$ cat src/rtl/pulse_window_sched.sv
// Trigger-timestamping window scheduler: queues trigger times and plays one delayed gate window per trigger.
// Optional define PULSE_WIN_SCHED_MERGE_EN merges overlapping queued windows into the active one.
module pulse_window_sched #(
  parameter int unsigned DEPTH = 4,
  parameter int unsigned CW    = 32
) (
  input  logic                    clk,
  input  logic                    rst,
  input  logic                    trig_in,
  input  logic [CW-1:0]           cfg_delay,
  input  logic [CW-1:0]           cfg_width,
  input  logic                    cfg_wr,
  output logic                    cfg_ack,
  output logic                    win_out,
  output logic                    busy,
  output logic [$clog2(DEPTH):0]  pend_cnt,
  output logic                    ovf_err,
  output logic                    late_err
);

  localparam int unsigned AW = $clog2(DEPTH);
  localparam int unsigned NW = AW + 1;

  typedef enum logic [1:0] {S_IDLE, S_WAIT, S_ACTIVE} state_e;

  state_e          state_q, state_d;
  logic [CW-1:0]   tcnt_q, tcnt_d;
  logic            trig_prev_q;
  logic [CW-1:0]   mem_q [DEPTH];
  logic [AW-1:0]   wr_ptr_q, wr_ptr_d, rd_ptr_q, rd_ptr_d;
  logic [NW-1:0]   count_q, count_d;
  logic [CW-1:0]   ts_q, ts_d, dly_q, dly_d, wid_q, wid_d, end_q, end_d, end_n;
  logic [CW-1:0]   act_dly_q, act_dly_d, act_wid_q, act_wid_d;
  logic [CW-1:0]   shd_dly_q, shd_dly_d, shd_wid_q, shd_wid_d;
  logic            shd_pend_q, shd_pend_d;
  logic            win_q, win_d, ack_q, ack_d, busy_q, busy_d;
  logic            ovf_q, ovf_d, late_q, late_d;

  logic            push, pop, full, push_ok, apply;
  logic [CW-1:0]   head, elapsed, start_thr;

  assign push      = trig_in & ~trig_prev_q;
  assign full      = (count_q == NW'(DEPTH));
  assign push_ok   = push & (~full | pop);
  assign head      = mem_q[rd_ptr_q];
  assign elapsed   = tcnt_q - ts_q;
  assign start_thr = CW'(2) + dly_q;
  assign apply     = (state_q == S_IDLE) && (count_q == '0) && shd_pend_q;

`ifdef PULSE_WIN_SCHED_MERGE_EN
  // Head window in timestamp terms; room/grow are modular differences whose MSB marks "negative".
  logic [CW-1:0]   head_nom, head_end, room, grow;
  assign head_nom = head + CW'(3) + act_dly_q;
  assign head_end = head_nom + act_wid_q - CW'(1);
  assign room     = end_q + CW'(1) - head_nom;
  assign grow     = head_end - end_q;
`endif

  // Window engine next-state
  always_comb begin
    state_d = state_q;
    pop     = 1'b0;
    ts_d    = ts_q;
    dly_d   = dly_q;
    wid_d   = wid_q;
    end_n   = end_q;
    end_d   = end_q;
    win_d   = 1'b0;
    late_d  = late_q;
    case (state_q)
      S_IDLE: begin
        if (count_q != '0) begin
          pop     = 1'b1;
          ts_d    = head;
          dly_d   = act_dly_q;
          wid_d   = act_wid_q;
          state_d = S_WAIT;
        end
      end
      S_WAIT: begin
        // elapsed+1 is the cycle the window would start; nominal start is ts+3+delay
        if (elapsed >= start_thr) begin
          state_d = S_ACTIVE;
          win_d   = 1'b1;
          end_d   = tcnt_q + wid_q;
          if (elapsed > start_thr) late_d = 1'b1;
        end
      end
      S_ACTIVE: begin
`ifdef PULSE_WIN_SCHED_MERGE_EN
        if ((count_q != '0) && !room[CW-1]) begin
          pop = 1'b1;
          if (!grow[CW-1]) end_n = head_end;
        end
`endif
        end_d = end_n;
        if (tcnt_q == end_n) begin
          state_d = S_IDLE;
        end else begin
          win_d = 1'b1;
        end
      end
      default: state_d = S_IDLE;
    endcase
  end

  // FIFO bookkeeping, config shadow and status flags
  always_comb begin
    tcnt_d     = tcnt_q + CW'(1);
    wr_ptr_d   = push_ok ? wr_ptr_q + AW'(1) : wr_ptr_q;
    rd_ptr_d   = pop ? rd_ptr_q + AW'(1) : rd_ptr_q;
    count_d    = count_q + NW'(push_ok) - NW'(pop);
    ovf_d      = ovf_q | (push & full & ~pop);
    shd_dly_d  = shd_dly_q;
    shd_wid_d  = shd_wid_q;
    shd_pend_d = shd_pend_q;
    act_dly_d  = act_dly_q;
    act_wid_d  = act_wid_q;
    ack_d      = 1'b0;
    if (apply) begin
      act_dly_d  = shd_dly_q;
      act_wid_d  = shd_wid_q;
      shd_pend_d = 1'b0;
      ack_d      = 1'b1;
    end
    // A write landing on the apply cycle stays pending for the next idle window
    if (cfg_wr) begin
      shd_dly_d  = cfg_delay;
      shd_wid_d  = (cfg_width == '0) ? CW'(1) : cfg_width;
      shd_pend_d = 1'b1;
    end
    busy_d = (state_d != S_IDLE) || (count_d != '0);
  end

  always_ff @(posedge clk) begin
    if (push_ok) mem_q[wr_ptr_q] <= tcnt_q;
  end

  always_ff @(posedge clk) begin
    if (rst) begin
      state_q     <= S_IDLE;
      tcnt_q      <= '0;
      trig_prev_q <= 1'b0;
      wr_ptr_q    <= '0;
      rd_ptr_q    <= '0;
      count_q     <= '0;
      ts_q        <= '0;
      dly_q       <= '0;
      wid_q       <= CW'(1);
      end_q       <= '0;
      act_dly_q   <= '0;
      act_wid_q   <= CW'(1);
      shd_dly_q   <= '0;
      shd_wid_q   <= CW'(1);
      shd_pend_q  <= 1'b0;
      win_q       <= 1'b0;
      ack_q       <= 1'b0;
      busy_q      <= 1'b0;
      ovf_q       <= 1'b0;
      late_q      <= 1'b0;
    end else begin
      state_q     <= state_d;
      tcnt_q      <= tcnt_d;
      trig_prev_q <= trig_in;
      wr_ptr_q    <= wr_ptr_d;
      rd_ptr_q    <= rd_ptr_d;
      count_q     <= count_d;
      ts_q        <= ts_d;
      dly_q       <= dly_d;
      wid_q       <= wid_d;
      end_q       <= end_d;
      act_dly_q   <= act_dly_d;
      act_wid_q   <= act_wid_d;
      shd_dly_q   <= shd_dly_d;
      shd_wid_q   <= shd_wid_d;
      shd_pend_q  <= shd_pend_d;
      win_q       <= win_d;
      ack_q       <= ack_d;
      busy_q      <= busy_d;
      ovf_q       <= ovf_d;
      late_q      <= late_d;
    end
  end

  assign cfg_ack  = ack_q;
  assign win_out  = win_q;
  assign busy     = busy_q;
  assign pend_cnt = count_q;
  assign ovf_err  = ovf_q;
  assign late_err = late_q;

endmodule

$ cat config.mk
export PLATFORM = sky130hd
export DESIGN_NAME = pulse_window_sched
export DESIGN_NICKNAME = d
export VERILOG_FILES = /design/src/rtl/pulse_window_sched.sv
export SDC_FILE = /design/constraint.sdc
export NUM_CORES = 1
export LEC_CHECK = 0
export ABC_AREA = 0
export CAP_MARGIN = 40
export CORE_MARGIN = 3
export CORE_UTILIZATION = 35
export DETAILED_ROUTE_END_ITERATION = 7
export GPL_ROUTABILITY_DRIVEN = 0
export PLACE_DENSITY = 0.59
export SYNTH_ARGS = -nofsm -noshare
export SYNTH_HDL_FRONTEND = slang
export SYNTH_SLANG_ARGS = --single-unit
$ cat constraint.sdc
create_clock -name clk -period 4.2 [get_ports clk]
set_input_delay 0.84 -clock clk [delete_from_list [all_inputs] [get_ports clk]]
set_output_delay 0.84 -clock clk [all_outputs]
set_load 0.005 [all_outputs]
# == Word-level counts from Yosys, hierarchy flattened ==
# Memories as Yosys holds them, arrays and structs flattened. A register that Yosys moved wholly into a read port is not among the register bits.
# Index checks and enable logic that the tools add are counted.
# word_totals
reg_bits,272
latch_bits,0
mem_bits_rw,128
romBits,0
word_cells,71
n_memories,1
# classes
n_addsub,8
multipliers,0
div_mod_pow,0
order_cmp,2
eq_ne,4
shift,0
n_mux,15
bitwise_logic,9
reduce_logical,13
# memory_table
memory,words,width,read_ports,rd_ports_with_merged_regs,write_ports,line_no,rtl
mem_q,4,32,1,1,1,29,logic [CW-1:0] mem_q [DEPTH];
# op_table
op,n
$add 2x32->32 const A,1
$add 32x1->32 const B,1
$add 32x32->32,1
$eq 32x32->1,1
$ge 32x32->1,1
$gt 32x32->1,1
$logic_not 32->1,1
$mux 32,1
$sub 32x32->32,1
$mux 1,9
$mux 2,3
$pmux 2 s3,1
$reduce_bool 3->1,2
$add 2x1->2 const B,2
$and 1x1->1,4
$reduce_and 2->1,2
$reduce_bool 2->1,2
$add 3x1->3,1
$eq 3x3->1 const B,1
$logic_not 3->1,1
$not 1->1,3
$reduce_and 3->1,1
$sub 3x1->3,1
$eq 2x1->1 const B,1
other kinds (6),8

# == Logic depth before layout (Yosys ltp) ==
# logic_depth
ltp_word,9
ltp_mapped,22
depth_no_buf,21

# == Least setup slack after synthesis ==
# Ideal clock, no wire load.
# synth_timing
path_type,register -> register
from,register tcnt_q[0]
to,register end_q[30] (netlist: end_n[30])
setup_ns,0.129
arrival_ns,4.473
required_time_ns,4.071
slack_ns,-0.402
path_stages_with_launch,21
period_less_slack_ns,4.602
cell_sequence,dfxtp_1 inv_1 ha_1 fa_1 nand2b_1 a21oi_2 o211ai_4 a2111oi_4 o311ai_4 o211ai_2 a31o_1 a21oi_2 xnor2_1 ha_1 nand4_1 nor4_1 nand3_1 a21boi_2 buf_2 mux2i_1 o211ai_1
# synth_between
elab_chain_cells,3
elab_cells_between_ends,4
# synth_lines
element,line_no,rtl
from (decl),27,"logic [CW-1:0] tcnt_q, tcnt_d;"
from (signal assigned),163,tcnt_q <= tcnt_d;
$sub 32x32->32,46,assign elapsed = tcnt_q - ts_q;
$ge 32x32->1,82,if (elapsed >= start_thr) begin
$reduce_and 2->1 (no source line),-,
to (signal assigned),171,end_q <= end_d;
to (decl),32,"logic [CW-1:0] ts_q, ts_d, dly_q, dly_d, wid_q, wid_d, end_q, end_d, end_n;"
# Parallel ways exist; a longest one is shown, timed or not.
# A chain may end at the register's enable or synchronous reset.

# == Worst setup path after layout ==
# layout_timing
from,register tcnt_q[0]
to,register end_q[27] (netlist: end_n[27])
# The elaborated chain is that of the path after synthesis.

==> results.md <==
Run status:
- The run finished, with violations left.
- The checks that failed: negative setup slack.

STA:
- The fmax is ~220 MHz.
- The final critical-path setup slack is -0.317 ns.
- The total setup violations reported at the end of the flow is 35.
- The count of final max-slew check failures is 0.
- The largest clock skew in the final design is between 0.02 and 0.03 ns.
- The count of endpoints failing hold in the final timing report is 0.
- Setup repair after global routing could not meet its margin everywhere.
- The minimum clock period after layout is ~4.5 ns.
- Dividing the final minimum period by the clock period gives 1.08.
- The summed negative setup slack over all endpoints is -8.17 ns.
- The worst slew margin relative to its limit is 0.417.
- For the pin with the worst max-slew slack, the measured transition is about 0.87 ns.

Floorplan:
- The initial utilization of the core area, before any placement, comes to 0.357.
- The region available for standard cell placement spans between 50000 and 60000 um^2.
- The width of the die is between 200 and 250 um.
- The die extent in y is about 250 um.
- between 70 and 80 I/O pins were placed.
- The area of the die is slightly above 60000 um^2.
- The number of rows created at floorplan is between 80 and 90.

Detailed routing:
- The number of iterations in the first detailed-routing pass is 5.
- The via-per-instance ratio is 5.07.
- The detailed route wirelength on metal3 is roughly 2100 um.
- The count of nets left with antenna violations after detail routing is 0.
- Across all layers, the routed design uses between 15000 and 20000 vias.
- The DRC violation count after routing is 0.
- The wire length after detailed routing is about 50000 um.
- Dividing the detail-routed wire length by the instance count gives around 16 um.
- After detailed routing, no signal wire sits above met4.
- The detailed router finished its first iteration with between 900 and 1000 violations.
- For this block, wires on met1 add up to between 20000 and 25000 um.
- Detailed routing placed a total of 24000 um of wire on met2.

Final layout:
- Of the cells placed in the final design, the portion with a size suffix greater than 1 is 0.119.
- The layout has ~5500 filler cells.
- The number of standard cells in the final layout excluding fillers is 3041.
- The synthesis-to-finish area growth is 19.8%.
- The final-stage net count is around 2400.
- The final design area excluding fillers is 24400 um^2.
- 0 antenna diodes ended up in the layout.
- Once layout is complete, the utilization of the core stands at 0.428.

Power:
- The design draws 0.0140 W.
- Dividing total power by cell area gives a power density of 575 nW/um^2.
- The worst voltage drop across the vdd grid is around 480 uV.
- For this design the static power due to leakage is roughly 9.5 nW.

Clock network:
- Clock tree synthesis selected as its root buffer the cell clkbuf_16.
- The clock tree synthesis step divided the H-tree into 2 levels.
- In this run, CTS created clock tree buffers numbering 46.
- The largest buffer count on any clock path is 3.
- The later pin in the worst-skew pair is clocked with a latency of between 0.5 and 0.6 ns.
- The clock transition time at the flip-flop clock pins of the worst setup and hold paths is 0.06 ns.
- For this design, the sink count on the clock tree is ~430.
- The CTS tree is yes.

Yosys:
- dfxtp_1 takes more of the synthesized area than any other cell.
- During synthesis, Yosys emitted a total of 0 warnings.
- Of the total synthesized cell area, the portion taken by XOR and XNOR cells is 0.0624.
- The share of the Yosys chip area taken by registers is 0.488.
- Summing every instance area after synthesis gives 20300 um^2.
- The share of flip-flops with an asynchronous set or reset after synthesis is 0.
- The synthesized-area fraction occupied by ao, oa, aoi and oai cells was 0.113.
- In the synthesized netlist the dominant register cell turns out to be dfxtp_1.
- The instance count of the mapped netlist is 2105.
- The synthesized flop and latch total is around 430.
- Sorting the synthesized cells by area gives the leading types as dfxtp_1, edfxtp_1, nand2_1.
- The number of flops mapped to enable cells by yosys is 128.
- The simple-gate portion of the synthesized area is 0.159.
- After synthesis, the largest family of logic cells by area is simple AND/OR/NAND/NOR gates.
- The mux share of post-synthesis cell area is 0.0792.
- The post-synth net total is around 2300.
- The fraction of synthesized cell area taken by the top area cell type is 0.299.
- Of the total synthesized cell area, the portion taken by full adders, half adders and majority gates is 0.0681.
- The average instance in the mapped netlist occupies between 9 and 10 um^2.
- By count the netlist is led by nand2_1, dfxtp_1, a21oi_1.
- In this run, distinct cell masters in the synthesized netlist total 72.
- The most frequent cell after synthesis is nand2_1.

Place:
- In this run the cell area measured after placement is about 23000 um^2.
- During placement, the flow inserted port buffers numbering 75.
- Once placement completed, the tool counted placed cells totaling roughly 2900.
- Once detailed placement completed, the half-perimeter wirelength came to about 35000 um.

GRT:
- The first global-routing pass estimated 79600 um of wire.
- Across every metal layer, demand over resource in global routing totals 0.162.
- The pin count of the biggest net entering global routing is 90.
- The number of antenna violations at the first check in global routing came to 1.
- Summed over all layers, the global routing overflow is 0.
- The via count of the first global-routing pass is around 15000.

Setup path:
- The critical path start-end classification is reg2reg.
- The launching element type of the critical path is a flop.
- For the worst setup path, the data required time is around 4.7 ns.
- The arrival time at the worst endpoint is between 4 and 5 ns.
- The worst setup path is captured at a flop.
- In this run the worst path has a maximum fanout of 5.

Worst hold path:
- The tightest min-delay check is of the reg2reg type.

Flow run:
- Max-cap violations in this run came to 0.
-- path summary, 6_finish.rpt --
path | startpoint | endpoint | slack [ns] | cells past startpoint
setup reg to reg | tcnt_q[0]$_SDFF_PP0_ | end_n[27]$_SDFFE_PP0P_ | -0.32 | 22
hold reg to reg | act_wid_q[25]$_SDFFE_PP0P_ | wid_q[25]$_SDFFE_PP0P_ | 0.45 | 2
hold / removal | act_wid_q[25]$_SDFFE_PP0P_ | wid_q[25]$_SDFFE_PP0P_ | 0.45 | 2
setup / recovery | tcnt_q[0]$_SDFF_PP0_ | end_n[27]$_SDFFE_PP0P_ | -0.32 | 22
-- cells by family after synthesis --
family | Yosys count
muxes | 121
and+or+nand+nor | 754
buffers and inverters | 161
DFF | 432
xor gates and xnor gates | 145
AOI/OAI and AO/OA | 383
adders and majority gates | 109
-- layout make-up --
class | instances | area, um^2 | area share
inverter | 69 | 262 | 0.0107
timing repair buffer | 188 | 1770 | 0.0728
tap | 756 | 946 | 0.0388
clock buffer | 64 | 1310 | 0.0538
multi-input combinational | 1512 | 10000 | 0.411
clock inverter | 20 | 131 | 0.00539
sequential | 432 | 9940 | 0.408
-- critical path, stage by stage (launching register included) --
cell and delay [ns]:
dfxtp_4 0.36, inv_4 0.04, ha_4 0.15, fa_2 0.35
nand2b_4 0.16, a21oi_4 0.20, o211ai_4 0.12, a2111oi_4 0.42
o311ai_4 0.14, o211ai_2 0.22, a31o_1 0.19, a21oi_2 0.06
xnor2_1 0.13, ha_1 0.29, nand4_1 0.16, buf_4 0.20
a211oi_4 0.25, a211oi_4 0.08, a21boi_4 0.32, buf_12 0.17
clkbuf_16 0.16, mux2i_1 0.18, nor2_1 0.05
-- state kept, by name, indices dropped and copies added, names as in the netlist, 32 cells and up --
name and cells:
act_dly_q 32, dly_q 32, shd_wid_q 32, act_wid_q 32, mem_q 128, tcnt_q 32, wid_q 32, ts_q 32
end_n 32, shd_dly_q 32
-- metal layers --
layer | vias up | global-route usage
met5 | - | 0
met4 | 0 | 0.0477
met3 | 80 | 0.0233
met2 | 278 | 0.279
met1 | 7431 | 0.210
li1 | 7617 | -
-- through the flow --
step / setup WS (ns) / hold WS, ns
after global routing: -0.509 / 0.468
final: -0.317 / 0.447
after CTS: -0.354 / 0.449
after detailed placement: -0.394 / 0.443
after floorplan: 0.0183 / 0.431
after global placement: -0.214 / 0.437
-- timing repair --
action,CTS,global route
endpoints found under the setup margin,37,37
pin swaps,12,25
resized for setup,17,24
cloned,3,2
hold buffers,0,0
buffers inserted,6,4
-- where the power goes --
part           switching (W)  internal [W]  total (W)
Clock                0.00164       0.00224    0.00389
Sequential          0.000233       0.00465    0.00488
Combinational        0.00291       0.00235    0.00525
-- layout by cell type, fill, tap and decap left out, types with 8 or more instances in the layout --
master	count
nor2b_1	12
nand4_1	20
ha_1	103
nand3_1	45
a21oi_1	217
a21o_1	29
clkdlybuf4s50_1	73
o21bai_1	8
nor3_1	18
inv_1	66
xnor2_1	65
clkinv_2	9
clkbuf_16	50
xor2_1	80
mux4_2	32
o211ai_1	9
dfxtp_1	300
clkbuf_1	11
a31oi_1	9
o21ai_0	37
nand2_1	384
edfxtp_1	128
buf_4	101
o21a_1	12
and3_1	19
a211oi_1	8
mux2i_1	88
nand2b_1	12
nor2_1	186
nor4_1	16
Note: power is estimated with default switching activity, not from simulation.
